--- config.mk ---
export PLATFORM = sky130hd
export DESIGN_NAME = mem_port_arbiter
export DESIGN_NICKNAME = d
export VERILOG_FILES = /design/src/rtl/mem_port_arbiter.sv
export SDC_FILE = /design/constraint.sdc
export NUM_CORES = 1
export LEC_CHECK = 0
export BUFFER_PORTS_ARGS = -buffer_cell sky130_fd_sc_hd__buf_2
export CAP_MARGIN = 5
export CORE_AREA = 8 8 137 101
export CTS_BUF_LIST = sky130_fd_sc_hd__clkbuf_16
export CTS_CLUSTER_SIZE = 10
export DETAILED_ROUTE_END_ITERATION = 8
export DIE_AREA = 0 0 145 109
export GPL_ROUTABILITY_DRIVEN = 0
export PLACE_DENSITY = 0.88
export SYNTH_ARGS = -nofsm -noshare
export SYNTH_HDL_FRONTEND = slang
export SYNTH_SLANG_ARGS = --single-unit
--- constraint.sdc ---
create_clock -name clk -period 2.6 [get_ports clk]
set_clock_uncertainty 0.1 [all_clocks]
set_input_delay 0.39 -clock clk [delete_from_list [all_inputs] [get_ports clk]]
set_output_delay 0.39 -clock clk [all_outputs]
set_load 0.01 [all_outputs]
--- src/rtl/mem_port_arbiter.sv ---
// Shares one memory port between fetch (I) and load/store (D), data first; 2 cycles per zero-wait access.
// Backpressure: stopCPU freezes the pipeline until every pending port is served for the current step.
module mem_port_arbiter #(
  parameter int AW      = 32,
  parameter int DW      = 32,
  parameter int TIMEOUT = 255
) (
  input  logic          clk,
  input  logic          rst_n,
  input  logic          i_req,
  input  logic [AW-1:0] i_addr,
  output logic [DW-1:0] i_rdata,
  input  logic          d_req,
  input  logic          d_we,
  input  logic [AW-1:0] d_addr,
  input  logic [DW-1:0] d_wdata,
  output logic [DW-1:0] d_rdata,
  output logic          mem_req,
  output logic          mem_we,
  output logic [AW-1:0] mem_addr,
  output logic [DW-1:0] mem_wdata,
  input  logic [DW-1:0] mem_rdata,
  input  logic          mem_ready,
  output logic          stopCPU,
  output logic          err
);

  localparam int CW = $clog2(TIMEOUT + 1);
  localparam logic [CW-1:0] CNT_LAST = CW'(TIMEOUT - 1);

  typedef enum logic [1:0] {IDLE, D_ACC, I_ACC} state_t;

  state_t        r_state,     w_state;
  logic          r_mem_req,   w_mem_req;
  logic          r_mem_we,    w_mem_we;
  logic [AW-1:0] r_mem_addr,  w_mem_addr;
  logic [DW-1:0] r_mem_wdata, w_mem_wdata;
  logic [DW-1:0] r_i_rdata,   w_i_rdata;
  logic [DW-1:0] r_d_rdata,   w_d_rdata;
  logic          r_err,       w_err;
  logic          r_i_done,    w_i_done;
  logic          r_d_done,    w_d_done;
  logic [CW-1:0] r_cnt,       w_cnt;
  logic          w_stop;
  logic          w_finish;
  logic [DW-1:0] w_rd;

  assign w_stop    = (i_req & ~r_i_done) | (d_req & ~r_d_done);
  assign stopCPU   = w_stop;
  assign mem_req   = r_mem_req;
  assign mem_we    = r_mem_we;
  assign mem_addr  = r_mem_addr;
  assign mem_wdata = r_mem_wdata;
  assign i_rdata   = r_i_rdata;
  assign d_rdata   = r_d_rdata;
  assign err       = r_err;

  always_comb begin
    w_state     = r_state;
    w_mem_req   = r_mem_req;
    w_mem_we    = r_mem_we;
    w_mem_addr  = r_mem_addr;
    w_mem_wdata = r_mem_wdata;
    w_i_rdata   = r_i_rdata;
    w_d_rdata   = r_d_rdata;
    w_err       = r_err;
    w_i_done    = r_i_done;
    w_d_done    = r_d_done;
    w_cnt       = r_cnt;
    w_finish    = 1'b0;
    w_rd        = '0;

    // Step end clears the flags; a completion on the same edge (withdrawn request) still sets its flag.
    if (!w_stop) begin
      w_i_done = 1'b0;
      w_d_done = 1'b0;
    end

    case (r_state)
      IDLE: begin
        if (d_req & ~r_d_done) begin
          w_mem_addr  = d_addr;
          w_mem_wdata = d_wdata;
          w_mem_we    = d_we;
          w_mem_req   = 1'b1;
          w_state     = D_ACC;
        end else if (i_req & ~r_i_done) begin
          w_mem_addr  = i_addr;
          w_mem_we    = 1'b0;
          w_mem_req   = 1'b1;
          w_state     = I_ACC;
        end else begin
          w_mem_req   = 1'b0;
        end
      end
      D_ACC, I_ACC: begin
        // mem_ready has priority over the timeout on the same cycle.
        w_finish = mem_ready | (r_cnt == CNT_LAST);
        w_rd     = mem_ready ? mem_rdata : '0;
        if (w_finish) begin
          w_mem_req = 1'b0;
          w_mem_we  = 1'b0;
          w_cnt     = '0;
          w_state   = IDLE;
          if (!mem_ready) w_err = 1'b1;
          if (r_state == D_ACC) begin
            w_d_done = 1'b1;
            if (!r_mem_we) w_d_rdata = w_rd;
          end else begin
            w_i_done  = 1'b1;
            w_i_rdata = w_rd;
          end
        end else begin
          w_cnt = r_cnt + CW'(1);
        end
      end
      default: w_state = IDLE;
    endcase
  end

  always_ff @(posedge clk or negedge rst_n) begin
    if (!rst_n) begin
      r_state     <= IDLE;
      r_mem_req   <= 1'b0;
      r_mem_we    <= 1'b0;
      r_mem_addr  <= '0;
      r_mem_wdata <= '0;
      r_i_rdata   <= '0;
      r_d_rdata   <= '0;
      r_err       <= 1'b0;
      r_i_done    <= 1'b0;
      r_d_done    <= 1'b0;
      r_cnt       <= '0;
    end else begin
      r_state     <= w_state;
      r_mem_req   <= w_mem_req;
      r_mem_we    <= w_mem_we;
      r_mem_addr  <= w_mem_addr;
      r_mem_wdata <= w_mem_wdata;
      r_i_rdata   <= w_i_rdata;
      r_d_rdata   <= w_d_rdata;
      r_err       <= w_err;
      r_i_done    <= w_i_done;
      r_d_done    <= w_d_done;
      r_cnt       <= w_cnt;
    end
  end

endmodule

# Word-level counts from Yosys, hierarchy flattened
# Cells that the tools add are included.
[classes] n_addsub=1 mux=23 bitwise=9 n_eq_ne=5 n_reduce_logical=12
[ops] cell="2-to-1 mux 32 bit" n=3
[ops] cell="2-to-1 mux 1 bit" n=13
[ops] cell="AND reduction 3 bit" n=3
[ops] cell="adder 8 x 1 -> 8 bit (second input constant)" n=1
[ops] cell="equality test 8 bit (second input constant)" n=1
[ops] cell="2-to-1 mux 8 bit" n=1
[ops] cell="AND reduction 2 bit" n=4
[ops] cell="2-to-1 mux 2 bit" n=3
[ops] cell="NOT 1 bit" n=5
[ops] cell="one-hot mux 1 bit (2 select lines)" n=2
[ops] cell="one-hot mux 2 bit (2 select lines)" n=1
[ops] cell="AND reduction 4 bit" n=1
[ops] cell="nonzero test 2 bit" n=2
[ops] cell="!= test 3 bit (second input constant)" n=1
[ops] cell="AND 1 bit" n=2
[ops] cell="equality test 2 x 1 -> 1 bit (second input constant)" n=1
[ops] cell="equality test 2 bit (second input constant)" n=1
[ops] cell="logical NOT 2 bit" n=1
[ops] cell="!= test 2 bit (second input constant)" n=1
[ops] cell="OR 1 bit" n=2
[ops] cell="OR reduction 2 bit" n=1
[totals] output_inout_bits=132 ff_bits=143 inputBits=134 elab_cells=61

# Logic depth before layout (Yosys ltp)
[logic_depth] ltp_word=7 ltp_mapped=7 mapped_depth_nobuf=6

# Worst setup path after synthesis
# No wires, ideal clock.
[synth_path] kind="register to register" startpoint="register r_cnt[0]" endpoint="register r_i_rdata[22], in the netlist i_rdata[22]" slack_ns=0.906 required_time_ns=2.378 setup_time_ns=0.122 n_path_buf=1 stages_incl_launch_ff=8 t_arrival_ns=1.473 synth_period_minus_slack_ns=1.694 cell_sequence="dfrtp_1 > inv_1 > ha_1 > nand3_1 > o21bai_4 > nand2_4 > buf_6 > a32o_1"
[synth_via] elab_chain_cells=3
[synth_lines] element="start, declared" line="43" source="logic [CW-1:0] r_cnt, w_cnt;"
[synth_lines] element="start signal, assigned" line="145" source="r_cnt <= w_cnt;"
[synth_lines] element="equality test 8 bit" line="98" source="w_finish = mem_ready | (r_cnt == CNT_LAST);"
[synth_lines] element="OR 1 bit" line="98"
[synth_lines] element="AND reduction 3 bit (no source line)"
[synth_lines] element="end signal, assigned" line="140" source="r_i_rdata <= w_i_rdata;"
[synth_lines] element="end, declared" line="38" source="logic [DW-1:0] r_i_rdata, w_i_rdata;"
# Every way passes these cells.
# A chain may end at the register's enable or synchronous reset.

# Worst setup path after layout
[layout_path] startpoint="register r_state[0]" endpoint="register r_i_rdata[23], in the netlist i_rdata[23]"
[layout_via] elab_chain_cells=3 word_cells_on_any_way=5 cone_classes="eq/ne (2); bitwise (1); reduce/logical (2)"
[layout_lines] element="start, declared" line="33" source="state_t r_state, w_state;"
[layout_lines] element="start signal, assigned" line="135" source="r_state <= w_state;"
[layout_lines] element="equality test 2 x 1 -> 1 bit / equality test 2 bit (equally long branches)" line="79, 106"
[layout_lines] element="OR reduction 2 bit / NOT 1 bit (equally long branches)"
[layout_lines] element="AND reduction 3 bit (no source line) *"
# Mark *: on every way between the ends. The rest lies on a longest branch, timed or not.

==> results.toml <==
[yosys]
ys_warn_count = 0
synth_most_common_cell = "dfrtp_1"
synth-seq-area-share = 0.6122
ys_seq_elements = 143
synth_top_area_cell = "dfrtp_1"
synth_flop_cell = "dfrtp_1"
synthTopCellsByCount = "dfrtp_1 (143), a32o_1 (65), nand2_1 (39)"
syn_nets = 578
netlist_instances = 439
syn_area_per_cell_um2 = 13.32
synth_cell_types = 34
synth_area_leaders = "dfrtp_1 (61%), a32o_1 (11%), mux2_2 (6.4%), mux2i_1 (5.7%), o21ai_0 (3.3%)"
postSynth.asyncResetShare = 1.000
yosysTopAreaCellShare = 0.6122
syn_area_um2 = 5846
synth_enable_flop_cells = 0

[floorplan]
rows = 34
die_h_um = 109
io_pins = 266
coreArea_um2 = 11870
die_w_um = 145
die_area_um2 = 15810
initial_core_util = 0.4925

[route]
routed_wl_um = 16810
wl_met1_um = 6538
drt_first_pass_iters = 5
post_drt_wl_per_cell_um = 19.30
drt.antenna.violating_nets = 0
routed-wl-met3_um = 1369
drt_iter0_drc = 246
top_layer_used = "met4"
vias = 4675
met2WireLength_um = 8571
viasPerCell = 5.367
drc = 0

[global_route]
antenna_found_initial = 0
grt_use_total = 0.2100
grt_max_degree = 66
grt_pass1_vias = 5091
grt.overflow.total = 0
grt_pass1_wl_um = 26460

[setup_path]
worstPathArrival_ns = 2.31
cp-end-kind = "flip-flop"
cpMaxStageDelayCell = "ha_1"
path_depth = 5
max_stage_delay_ns = 0.54
start_kind = "flip-flop"
reg2reg_slack_ns = 0.54
crit_required_ns = 2.84
path_buf_inv = 2
cp_max_fo = 32
crit_start = "r_state[0]"
r2r_start = "r_state[0]"
critPathTopFamily = "adder cells"
crit_chain = "inv_1, ha_1, nor2b_2, buf_4, a32o_1"
critical_path_class = "flip-flop to flip-flop"
ff2ff_path_depth = 5
r2r_end = "i_rdata[23]"

[clock_tree]
tritoncts = "done"
h-tree-depth = 4
clock_latency_ns = 0.41
cts_resized = 0
cts_buffers = 17
postCtsSetupBuffers = 0
cts.sinks = 143
clock_path_buffers = 2
clk_pin_slew_ns = 0.06
cts-root-buf = "clkbuf_16"

[layout]
num-nets-final = 836
syn_to_final_growth_pct = 35.38
finalInstanceArea_um2 = 7914
drive_above_1_share = 0.4880
n_antenna_cell = 0

[placed_design]
place_hpwl_um = 12490
placed_area_um2 = 7287
dp_slack_ns = 0.5394
portBuffers = 265

[power]
finalPower_mw = 10.30
powerDensity_nw_per_um2 = 1301
vdd_drop_max_mv = 0.6731
p_leak_nw = 4.053

[timing]
hold_ws_ns = 0.1078
fmax_ghz = 0.4846
slew_violations = 0
final.min_clock_period_ns = 2.064
relSlewSlack = 0.5749
hold_violations = 0
period_share = 0.7937
setup_slack_ns = 0.5363
grt_setup_unrepaired = "no"
setup_viol = 0
tns_ns = 0
tightestPinTransition_ns = 0.6376

[worst_hold_path]
hold_class = "input port to flip-flop"
min_to = "mem_wdata[8]"
hold_depth = 2
hp-start = "d_wdata[8]"

[run]
maxCapViolations = 0

[outcome]
outcome = "finished, final reports clean"
==> worst register-to-register path, delay by kind of cell, from the launching register on <==
kind,cells,cell delay [ns]
fa+ha+maj,1,0.54
buf+inv,2,0.42
flops,1,0.39
simple gates,1,0.29
compound gates,1,0.26
==> registers in the layout, indices dropped and copies added, names as in the netlist <==
register	cells
r_d_done	1
mem_wdata	32
mem_req	1
r_cnt	8
r_i_done	1
mem_addr	32
r_state	2
mem_we	1
d_rdata	32
i_rdata	32
err	1
==> cells by family (layout without fill, tap and decap cells) <==
| logic type | after synthesis | after routing | synth area share |
|---|---|---|---|
| simple gates | 61 | 61 | 0.05158 |
| xor+xnor | 2 | 2 | 0.002997 |
| buf+inv | 42 | 312 | 0.03681 |
| compound gates | 120 | 120 | 0.1657 |
| flops | 143 | 143 | 0.6122 |
| fa+ha+maj | 5 | 5 | 0.01070 |
| mux | 66 | 66 | 0.1201 |
==> routing by layer <==
metal | GRT usage | vias to the layer above
li1 | - | 2163
met3 | 0.07338 | 29
met5 | 0 | -
met2 | 0.3727 | 197
met1 | 0.2279 | 2286
met4 | 0.09274 | 0
==> final cells by class <==
cell class / instances / area, um^2
Fill cell: 891 / 3955
Sequential cell: 143 / 3578
Multi-Input combinational cell: 254 / 2071
Timing Repair Buffer: 275 / 1423
Clock buffer: 17 / 425.4
Tap cell: 162 / 202.7
Clock inverter: 14 / 191.4
Inverter: 6 / 22.52
==> report_power, final <==
group          switching [mW]  leakage [nW]  internal, mW
registers               0.559          1.77          3.25
logic                    2.19          1.98          1.77
clock network           0.928         0.300          1.60
==> per-stage QoR <==
stage	cells	utilization
6_report	871	0.6668
5_1_grt	871	0.6668
4_1_cts	871	0.6668
3_5_place_dp	839	0.6140
3_3_place_gp	839	0.6140
2_1_floorplan	439	-
==> layout by cell type (no fill, tap or decap), types with 2 or more instances in the layout <==
cell / synthesis / final
clkinv_2: 0 / 2
bufinv_16: 0 / 4
a21o_1: 4 / 4
inv_1: 6 / 6
clkbuf_16: 0 / 17
dfrtp_1: 143 / 143
clkinv_1: 0 / 2
o22ai_1: 2 / 2
a32o_1: 65 / 65
nand2_4: 2 / 2
nor2b_1: 5 / 3
xnor2_1: 2 / 2
and3_1: 2 / 2
clkinv_4: 0 / 3
nor2b_2: 0 / 2
nor3b_1: 2 / 2
nor2_1: 4 / 4
o21ai_0: 38 / 37
a21oi_1: 5 / 5
mux2_2: 33 / 33
mux2i_1: 33 / 33
buf_2: 10 / 264
buf_4: 0 / 8
ha_1: 5 / 5
nand2_1: 39 / 39
==> worst max-delay path by stage <==
stage,slack (ns),to
4_1_cts,0.52,i_rdata[4]
3_5_place_dp,0.54,i_rdata[14]
2_1_floorplan,0.91,i_rdata[22]
5_1_grt,0.39,d_rdata[2]
6_report,0.54,i_rdata[23]
3_3_place_gp,0.67,i_rdata[24]
==> timing repair <==
action                     in CTS  in global routing
hold buffers                    1                  0
hold endpoints to repair       51                  0
setup endpoints to repair       0                  0
Note: power is estimated with default switching activity, not from simulation.
